File: src/rtl/bin_frac_norm_round_pkg.sv
// Shared widths, state encoding and result payload for the binary-fraction
// normalise/round stage.
package bin_frac_norm_round_pkg;

  localparam int unsigned W_IN   = 7;
  localparam int unsigned PROD_W = 2 * W_IN - 1;
  localparam int unsigned MAG_W  = PROD_W - 1;
  localparam int unsigned FRAC_W = W_IN - 1;
  localparam int unsigned EXP_W  = 5;
  localparam int unsigned CNT_W  = 4;

  typedef enum logic [1:0] {
    IDLE  = 2'd0,
    SHIFT = 2'd1,
    ROUND = 2'd2
  } state_t;

  typedef struct packed {
    logic              sign;
    logic [FRAC_W-1:0] frac;
  } frac_t;

endpackage

File: src/rtl/bin_frac_norm_round_rne.sv
// Round-to-nearest-even of a normalised 12-bit magnitude down to 6 bits.
// A carry out means the magnitude rolled over to 1.0, returned as 0.100000.
module bin_frac_norm_round_rne
  import bin_frac_norm_round_pkg::*;
(
  input  logic [MAG_W-1:0]  mag,
  output logic [FRAC_W-1:0] frac_c,
  output logic              carry_c
);

  logic [FRAC_W-1:0] keep;
  logic              rbit;
  logic              sticky;
  logic              inc;
  logic [FRAC_W:0]   sum;

  assign keep    = mag[MAG_W-1:MAG_W-FRAC_W];
  assign rbit    = mag[MAG_W-FRAC_W-1];
  assign sticky  = |mag[MAG_W-FRAC_W-2:0];
  assign inc     = rbit & (sticky | keep[0]);
  assign sum     = {1'b0, keep} + (FRAC_W+1)'(inc);
  assign carry_c = sum[FRAC_W];
  assign frac_c  = sum[FRAC_W] ? {1'b1, (FRAC_W-1)'(0)} : sum[FRAC_W-1:0];

endmodule

File: src/rtl/bin_frac_norm_round.sv
// Post-multiply stage: normalises the product magnitude one bit per clock,
// then rounds to a 7-bit sign-magnitude fraction plus exponent.
module bin_frac_norm_round
  import bin_frac_norm_round_pkg::*;
(
  input  logic              clk,
  input  logic              rst,
  input  logic              start,
  input  logic [PROD_W-1:0] product,
  output logic              busy,
  output logic              done,
  output logic [W_IN-1:0]   result,
  output logic [EXP_W-1:0]  exp,
  output logic              zero
);

  state_t            state_q, state_d;
  logic [MAG_W-1:0]  mag_q, mag_d;
  logic [CNT_W-1:0]  cnt_q, cnt_d;
  logic              sign_q, sign_d;
  logic              busy_q, busy_d;
  logic              done_q, done_d;
  frac_t             result_q, result_d;
  logic [EXP_W-1:0]  exp_q, exp_d;
  logic              zero_q, zero_d;

  logic [FRAC_W-1:0] rnd_frac_c;
  logic              rnd_carry_c;

  bin_frac_norm_round_rne u_rne (
    .mag     (mag_q),
    .frac_c  (rnd_frac_c),
    .carry_c (rnd_carry_c)
  );

  // State and output registers
  always_ff @(posedge clk) begin
    if (rst) begin
      state_q  <= IDLE;
      mag_q    <= '0;
      cnt_q    <= '0;
      sign_q   <= 1'b0;
      busy_q   <= 1'b0;
      done_q   <= 1'b0;
      result_q <= '0;
      exp_q    <= '0;
      zero_q   <= 1'b0;
    end else begin
      state_q  <= state_d;
      mag_q    <= mag_d;
      cnt_q    <= cnt_d;
      sign_q   <= sign_d;
      busy_q   <= busy_d;
      done_q   <= done_d;
      result_q <= result_d;
      exp_q    <= exp_d;
      zero_q   <= zero_d;
    end
  end

  // Next-state and next-output logic
  always_comb begin
    state_d  = state_q;
    mag_d    = mag_q;
    cnt_d    = cnt_q;
    sign_d   = sign_q;
    busy_d   = busy_q;
    done_d   = 1'b0;
    result_d = result_q;
    exp_d    = exp_q;
    zero_d   = zero_q;
    unique case (state_q)
      IDLE: begin
        if (start) begin
          sign_d  = product[PROD_W-1];
          mag_d   = product[MAG_W-1:0];
          cnt_d   = '0;
          busy_d  = 1'b1;
          state_d = SHIFT;
        end
      end
      SHIFT: begin
        // A zero magnitude never reaches bit 11, so it exits immediately
        if (mag_q[MAG_W-1] || (mag_q == '0)) begin
          state_d = ROUND;
        end else begin
          mag_d = {mag_q[MAG_W-2:0], 1'b0};
          cnt_d = cnt_q + CNT_W'(1);
        end
      end
      ROUND: begin
        busy_d  = 1'b0;
        done_d  = 1'b1;
        state_d = IDLE;
        if (mag_q == '0) begin
          result_d = '0;
          exp_d    = '0;
          zero_d   = 1'b1;
        end else begin
          result_d.sign = sign_q;
          result_d.frac = rnd_frac_c;
          exp_d         = EXP_W'(0) - EXP_W'(cnt_q) + EXP_W'(rnd_carry_c);
          zero_d        = 1'b0;
        end
      end
      default: state_d = IDLE;
    endcase
  end

  assign busy   = busy_q;
  assign done   = done_q;
  assign result = result_q;
  assign exp    = exp_q;
  assign zero   = zero_q;

endmodule

File: config.mk
export PLATFORM = sky130hd
export DESIGN_NAME = bin_frac_norm_round
export DESIGN_NICKNAME = d
export VERILOG_FILES = /design/src/rtl/bin_frac_norm_round_pkg.sv /design/src/rtl/bin_frac_norm_round_rne.sv /design/src/rtl/bin_frac_norm_round.sv
export SDC_FILE = /design/constraint.sdc
export NUM_CORES = 1
export LEC_CHECK = 0
export ABC_CLOCK_PERIOD_IN_PS = 2800
export CORE_MARGIN = 2
export CORE_UTILIZATION = 51
export DETAILED_ROUTE_END_ITERATION = 8
export HOLD_SLACK_MARGIN = 0.08
export PLACE_DENSITY = 0.86
export SYNTH_ARGS = -nofsm -noshare
export SYNTH_HDL_FRONTEND = slang
export SYNTH_HIERARCHICAL = 1
export SYNTH_SLANG_ARGS = --single-unit
File: constraint.sdc
create_clock -name clk -period 2.8 [get_ports clk]
set_input_delay 0.56 -clock clk [delete_from_list [all_inputs] [get_ports clk]]
set_output_delay 0.56 -clock clk [all_outputs]
set_load 0.02 [all_outputs]
==> results.cfg <==
[clocking]
clock-sinks = 34
clkTransAtPathRegs_ns = 0.10
cts-buffers-inserted = 5
clk_latency_ns = 0.34
post_cts_buffers = 0
cts_resized = 0
cts_htree_levels = 2
cts.path.max_buffers = 2
holdBufCountCts = 0
cts_tree = done
cts_root_buf = clkbuf_4

[synthesis]
synth_top_family_by_area = simple AND/OR/NAND/NOR gates
synth_cells = 183
synth_compound_area_share_pct = 17.0
ys_seq_elements = 34
syn-cell-area_mm2 = 0.00165
synthXorXnorAreaFrac_pct = 3.19
syn_avg_cell_area_um2 = 8.99
yosysSeqAreaShare_pct = 41.4
syn-num-nets = 203
ys_types = 40
yosys-mux-area-fraction_pct = 8.67
synthAdderAreaFrac_pct = 3.04
synth-simple-area-share_pct = 22.7
ys_warn_count = 6

[pwr]
p_leak_nw = 0.805
p_per_area_mw_per_mm2 = 931
ir_worst_vdd_v = 0.000555

[timing]
grt_setup_unrepaired = false
finalHoldViolations = 0
setup_violations = 0
min_period_ns = 2.22
skew_ns = 0.00698
slew_headroom_pct = 52.9
tns_ns = 0
fmax_ghz = 0.450
tightest_slew_ns = 0.704
slew_viol_final = 0
finalCritPeriodShare_pct = 79.3

[worst_setup_path]
start_kind = input port
cp.arrival_ns = 2.50
r2r-end = cnt_q[2]$_SDFFE_PP0P_
rr_worst_depth = 4
worst_ep_required_time_ns = 3.08
worst-setup-path-type = input port to register
r2r_start = mag_q[8]$_SDFFE_PP0P_
r2r_setup_slack_ns = 0.59
cp-end-kind = register
cp_max_fo = 24

[placement]
place.port_buffers = 30
place_congestion = 0.812
dpl.hpwl_mm = 2.55

[floorplanning]
start_util_pct = 53.9
dieWidth_um = 60.8
rows = 20
coreArea_mm2 = 0.00305
die-area_mm2 = 0.00370
io_pins = 31
die_h_um = 60.8

[cells_and_area]
seqCellArea_um2 = 681
fill_cells = 268
fin_util_pct = 67.4
area_growth_pct = 25.0
nNetsFinal = 233
multiInputGateArea_um2 = 898
diodes = 0
drive_above_1_share_pct = 9.81

[min_path]
worstHoldEndpoint = exp[4]$_SDFFE_PP0P_
hold_depth = 2
min_from = exp[4]$_SDFFE_PP0P_
hp-class = register to register

[flow_run]
cap_violations = 0

[grt]
globalRouteTotalUtil_pct = 20.8
grt_pass1_wl_mm = 5.77
antenna_found_initial = 0
grt_start_max_net_pins = 25
overflow = 0
grt_pass1_vias = 1364

[drt]
via_per_inst = 5.67
dr.pass1.iters = 4
dr.first_iter.drc_count = 45
ant_nets = 0
totalWireLength_mm = 3.46
wl_per_cell_um = 13.4
vias = 1463
drc = 0

[status]
status = finished, final reports clean
[worst max-delay path: stages]
cell and delay [ns]:
clkdlybuf4s50_1 0.49, or3b_2 0.51, o21a_1 0.34, or3_1 0.44, a21oi_1 0.15
[how the worst max path moves through the flow]
stage	startpoint	endpoint	slack, ns
3_5_place_dp	start	mag_q[11]$_SDFFE_PP0P_	0.24
3_3_place_gp	start	mag_q[2]$_SDFFE_PP0P_	0.32
5_1_grt	start	mag_q[11]$_SDFFE_PP0P_	0.48
6_report	start	mag_q[11]$_SDFFE_PP0P_	0.58
4_1_cts	mag_q[8]$_SDFFE_PP0P_	cnt_q[2]$_SDFFE_PP0P_	0.58
2_1_floorplan	mag_q[8]$_SDFFE_PP0P_	result[1]$_SDFFE_PP0P_	0.75
[flip-flops by register name (all words and copies together) (netlist names)]
register	count
zero	1
mag_q	12
busy	1
sign_q	1
exp	5
done	1
state_q	2
cnt_q	4
result	7
[area by class of cell]
type	instances	share of cell area (%)
inverter	4	0.730
tap	44	2.68
clock inverter	3	1.95
timing repair buffer	34	16.1
multi-input combinational	134	43.7
sequential	34	33.1
clock buffer	5	1.82
[cells by family (layout without fill, tap and decap cells)]
group | count (synthesis) | in the layout
muxes | 14 | 14
adders and majority gates | 4 | 4
DFF | 34 | 34
AOI/OAI and AO/OA | 45 | 45
xor gates and xnor gates | 6 | 6
and+or+nand+nor | 65 | 65
buffers and inverters | 15 | 46
[layout by cell type (no fill, tap or decap), drive strengths merged, types with 5 or more instances in the layout]
cell | synthesis | layout
nor2 | 9 | 9
clkdlybuf4s50 | 0 | 30
mux2i | 12 | 12
a22o | 8 | 8
dfxtp | 34 | 34
a21oi | 16 | 16
clkbuf | 7 | 5
or3 | 13 | 13
nand2 | 12 | 12
nand3 | 7 | 7
o21ai | 15 | 15
[per-stage QoR]
step / cells / hold WS, ns / instance area (um^2) / setup WS, ns / power, mW
finish: 258 / 0.466 / 2060 / 0.579 / 1.92
global placement: 250 / 0.436 / 1980 / 0.321 / 1.52
CTS: 258 / 0.475 / 2060 / 0.578 / 1.92
detailed placement: 250 / 0.452 / 1980 / 0.240 / 1.56
floorplan: 183 / 0.436 / 1650 / 0.755 / 1.36
global route: 258 / 0.508 / 2060 / 0.478 / 2.05
[synthesized netlist by cell type, drive strengths merged]
| master | number | area [um^2] |
|---|---|---|
| a211o | 1 | 8.76 |
| buf | 4 | 25.0 |
| nor3 | 4 | 20.0 |
| a22o | 8 | 70.1 |
| o21a | 2 | 15.0 |
| nand3 | 7 | 35.0 |
| a21oi | 16 | 83.8 |
| ha | 4 | 50.1 |
| nand4 | 2 | 18.8 |
| nor4 | 3 | 25.0 |
| o21ba | 1 | 10.0 |
| nand2b | 1 | 6.26 |
| o21ai | 15 | 75.1 |
| or4 | 4 | 33.8 |
| nor2 | 9 | 36.3 |
| a311oi | 1 | 8.76 |
| xor2 | 4 | 35.0 |
| or3 | 13 | 81.3 |
| nor2b | 4 | 25.0 |
| mux2 | 2 | 22.5 |
| inv | 4 | 15.0 |
| or3b | 1 | 8.76 |
| mux2i | 12 | 120 |
| o311ai | 1 | 8.76 |
| dfxtp | 34 | 681 |
| nand2 | 12 | 45.0 |
| and2 | 2 | 15.0 |
| nor3b | 3 | 22.5 |
| xnor2 | 2 | 17.5 |
| clkbuf | 7 | 26.3 |
[per-layer routing]
metal  wire length (um)  track usage, %  up-vias
met5                  0               0        -
met4                 53            6.21        0
met3                207            5.97        9
met2               1680            35.8       52
met1               1520            25.2      675
li1                   -               -      727
[power breakdown]
| part | total [mW] | switching [mW] | internal [mW] |
|---|---|---|---|
| Clock | 0.352 | 0.167 | 0.185 |
| Sequential | 0.723 | 0.136 | 0.587 |
| Combinational | 0.840 | 0.473 | 0.368 |
No activity file was read; power rests on OpenSTA's default activity.
==> RTL edit (config.mk and constraints unchanged) <==
Change the package constant `W_IN` from 7 to 9.
--- a/src/rtl/bin_frac_norm_round_pkg.sv
+++ b/src/rtl/bin_frac_norm_round_pkg.sv
@@ -2,7 +2,7 @@
 // normalise/round stage.
 package bin_frac_norm_round_pkg;
 
-  localparam int unsigned W_IN   = 7;
+  localparam int unsigned W_IN   = 9;
   localparam int unsigned PROD_W = 2 * W_IN - 1;
   localparam int unsigned MAG_W  = PROD_W - 1;
   localparam int unsigned FRAC_W = W_IN - 1;
Ports: changed (resized product and result); port bits go from 31 to 37. The function was not compared with the original's and may differ.
==> RTL edit against the unedited design <==
- routed wire length grew 42%
- first-iteration DRC count grew to 3.0 times the old value
- synthesized cell count grew 31%
- setup slack lost 0.25 ns
- sequential cell count grew 6
- cell count grew 26%
- via count grew 32%
- critical path depth grew 5
- non-clock buffer count grew 9
- total power shrank 22%
- cell area grew 25%
- maximum frequency shrank 10%
- synthesized area grew 26%
==> RTL edit: results (changes against the unedited design) <==
[synth]
synthFlopType=dfxtp_1  ; unchanged
netlist_top_cells_count=40 x dfxtp_1, 36 x nand2_1, 24 x a221o_1, 18 x nor2_1  ; was 34 x dfxtp_1, 15 x a21oi_1, 14 x o21ai_0, 13 x or3_1
synth_cell_type_count=43  ; was 40
yosysWarnings=6  ; unchanged
async_reset_ff_share_pct=0  ; unchanged
syn_area_per_cell_um2=8.670  ; was 8.991 µm²
synth.area.top_cells=dfxtp_1 38%, a221o_1 12%, nand2_1 6.5%, a22o_1 6.3%, a21oi_1 3.6%  ; was dfxtp_1 41%, mux2i_1 7.3%, or3_1 4.9%, a21oi_1 4.6%, a22o_1 4.3%
seq_area_frac_synth_pct=38.48  ; was 41.37%
syn-num-nets=264  ; was 203

[cts]
cts_root_buffer=clkbuf_8  ; was clkbuf_4
post_cts_resized=0  ; unchanged
clk_pin_slew_worst_paths_ns=0.08  ; was 0.10 ns
numCtsBuffers=5  ; unchanged
clockBufferDepth=2  ; unchanged
clk-insertion-delay-late_ns=0.30  ; was 0.34 ns

[global_routing]
grt_pass1_wl_um=8086  ; was 5768 µm
antenna_found_initial=0  ; unchanged
grtUsageTotal_pct=23.22  ; was 20.79%
grt_max_degree=25  ; unchanged
first_global_vias=1737  ; was 1,364

[critical_path]
reg2reg_depth=10  ; was 4
crit_arrival_ns=2.67  ; was 2.50 ns
worstReg2RegStart=mag_q[8]  ; unchanged
crit_path_max_fanout=8  ; was 24
reg2reg_to=exp[4]  ; was cnt_q[2]
reg2reg_slack_ns=0.33  ; was 0.59 ns

[timing]
finalHoldViolCount=0  ; unchanged
slew_headroom_pct=40.45  ; was 52.91%
fin_skew_ns=0.007034  ; was 0.006981 ns
hold_ws_ns=0.4722  ; was 0.4655 ns

[finish]
largest_reg_flops=16  ; was 12
drive_gt1_share_pct=8.000  ; was 9.813%
final_cells=325  ; was 258
layout.nets=298  ; was 233

[drt]
vias=1930  ; was 1,463
post_drt_wl_per_cell_um=15.09  ; was 13.41 µm
dr.first_iter.drc_count=134  ; was 45

[power]
p_int_uw=1044  ; was 1139 µW
vdd_ir_drop_max_mv=0.3377  ; was 0.5547 mV
p_leak_uw=0.0009777  ; was 0.0008052 µW

[hold_path]
min_from=sign_q  ; was exp[4]
hold_path_depth=1  ; was 2
hold_end=result[8]  ; was exp[4]

[place]
dp_hpwl_um=3355  ; was 2550 µm
routabilityCongestion=0.7935  ; was 0.8124
dpl.cell_count=317  ; was 250
port_buffers=36  ; was 30
pre_cts_ws_ns=0.3181  ; was 0.2399 ns

[run_status]
status=finished, final reports clean  ; unchanged

[RTL edit: cell count changes after synthesis, sizes merged, moves of 7 or more]
cell	before	now
a221o	0	24
a22o	8	15
inv	4	11
mux2i	12	2
nand2	12	36
nor2	9	18
o21ai	15	5
or3	13	1
[RTL edit: final cells by class]
type | instances | area, µm²
Clock buffer | 5 | 68.82
Fill cell | 339 | 1393
Timing Repair Buffer | 43 | 412.9
Tap cell | 50 | 62.56
Multi-Input combinational cell | 173 | 1150
Sequential cell | 40 | 800.8
Clock inverter | 3 | 42.54
Inverter | 11 | 41.29
[RTL edit: per-layer routing]
| metal | wire [µm] | vias to the layer above | track usage, % |
|---|---|---|---|
| li1 | - | 960 | - |
| met2 | 2367 | 73 | 38.24 |
| met1 | 2123 | 890 | 29.94 |
| met4 | 73 | 0 | 9.750 |
| met3 | 339 | 7 | 4.112 |
| met5 | 0 | - | 0 |
[RTL edit: power by group through the flow]
stage | combinational [µW] | clock [µW] | sequential, µW
floorplan | 247 | 0 | 681
global placement | 342 | 0 | 685
detailed placement | 348 | 0 | 687
CTS | 353 | 479 | 674
global route | 396 | 497 | 683
finish | 354 | 469 | 675
[RTL edit: logic make-up (layout without fill, tap and decap cells)]
| family | Yosys count | in the layout | share of synthesized area [%] |
|---|---|---|---|
| xor+xnor | 6 | 6 | 2.526 |
| buf+inv | 27 | 62 | 6.254 |
| simple gates | 87 | 87 | 21.11 |
| compound gates | 73 | 73 | 27.72 |
| flops | 40 | 40 | 38.48 |
| mux | 3 | 3 | 1.503 |
| fa+ha+maj | 4 | 4 | 2.405 |
[RTL edit: critical path, stage by stage (launching register included)]
cell	delay [ns]
dfxtp_1	0.47
and2_1	0.19
ha_1	0.22
nand4_1	0.14
nor2_1	0.24
inv_1	0.07
ha_1	0.19
inv_1	0.06
ha_1	0.16
or3b_2	0.44
a22o_1	0.20
[RTL edit: how the worst max path moves through the flow]
stage / slack (ns) / startpoint / endpoint / depth (start not counted)
2_1_floorplan: 0.49 / mag_q[7] / exp[4] / 10
3_3_place_gp: 0.40 / mag_q[8] / exp[4] / 10
3_5_place_dp: 0.32 / mag_q[8] / exp[4] / 10
4_1_cts: 0.32 / mag_q[8] / exp[4] / 10
5_1_grt: 0.15 / mag_q[8] / exp[4] / 10
6_report: 0.33 / mag_q[8] / exp[4] / 10
[RTL edit: per-stage QoR]
step	cell area [µm²]	utilization [%]	total power, µW
after global placement	2467	62.13	1027
after floorplan	2081	-	928.4
after CTS	2579	64.93	1505
final	2579	64.93	1498
after detailed placement	2467	62.13	1035
after global routing	2579	64.93	1577
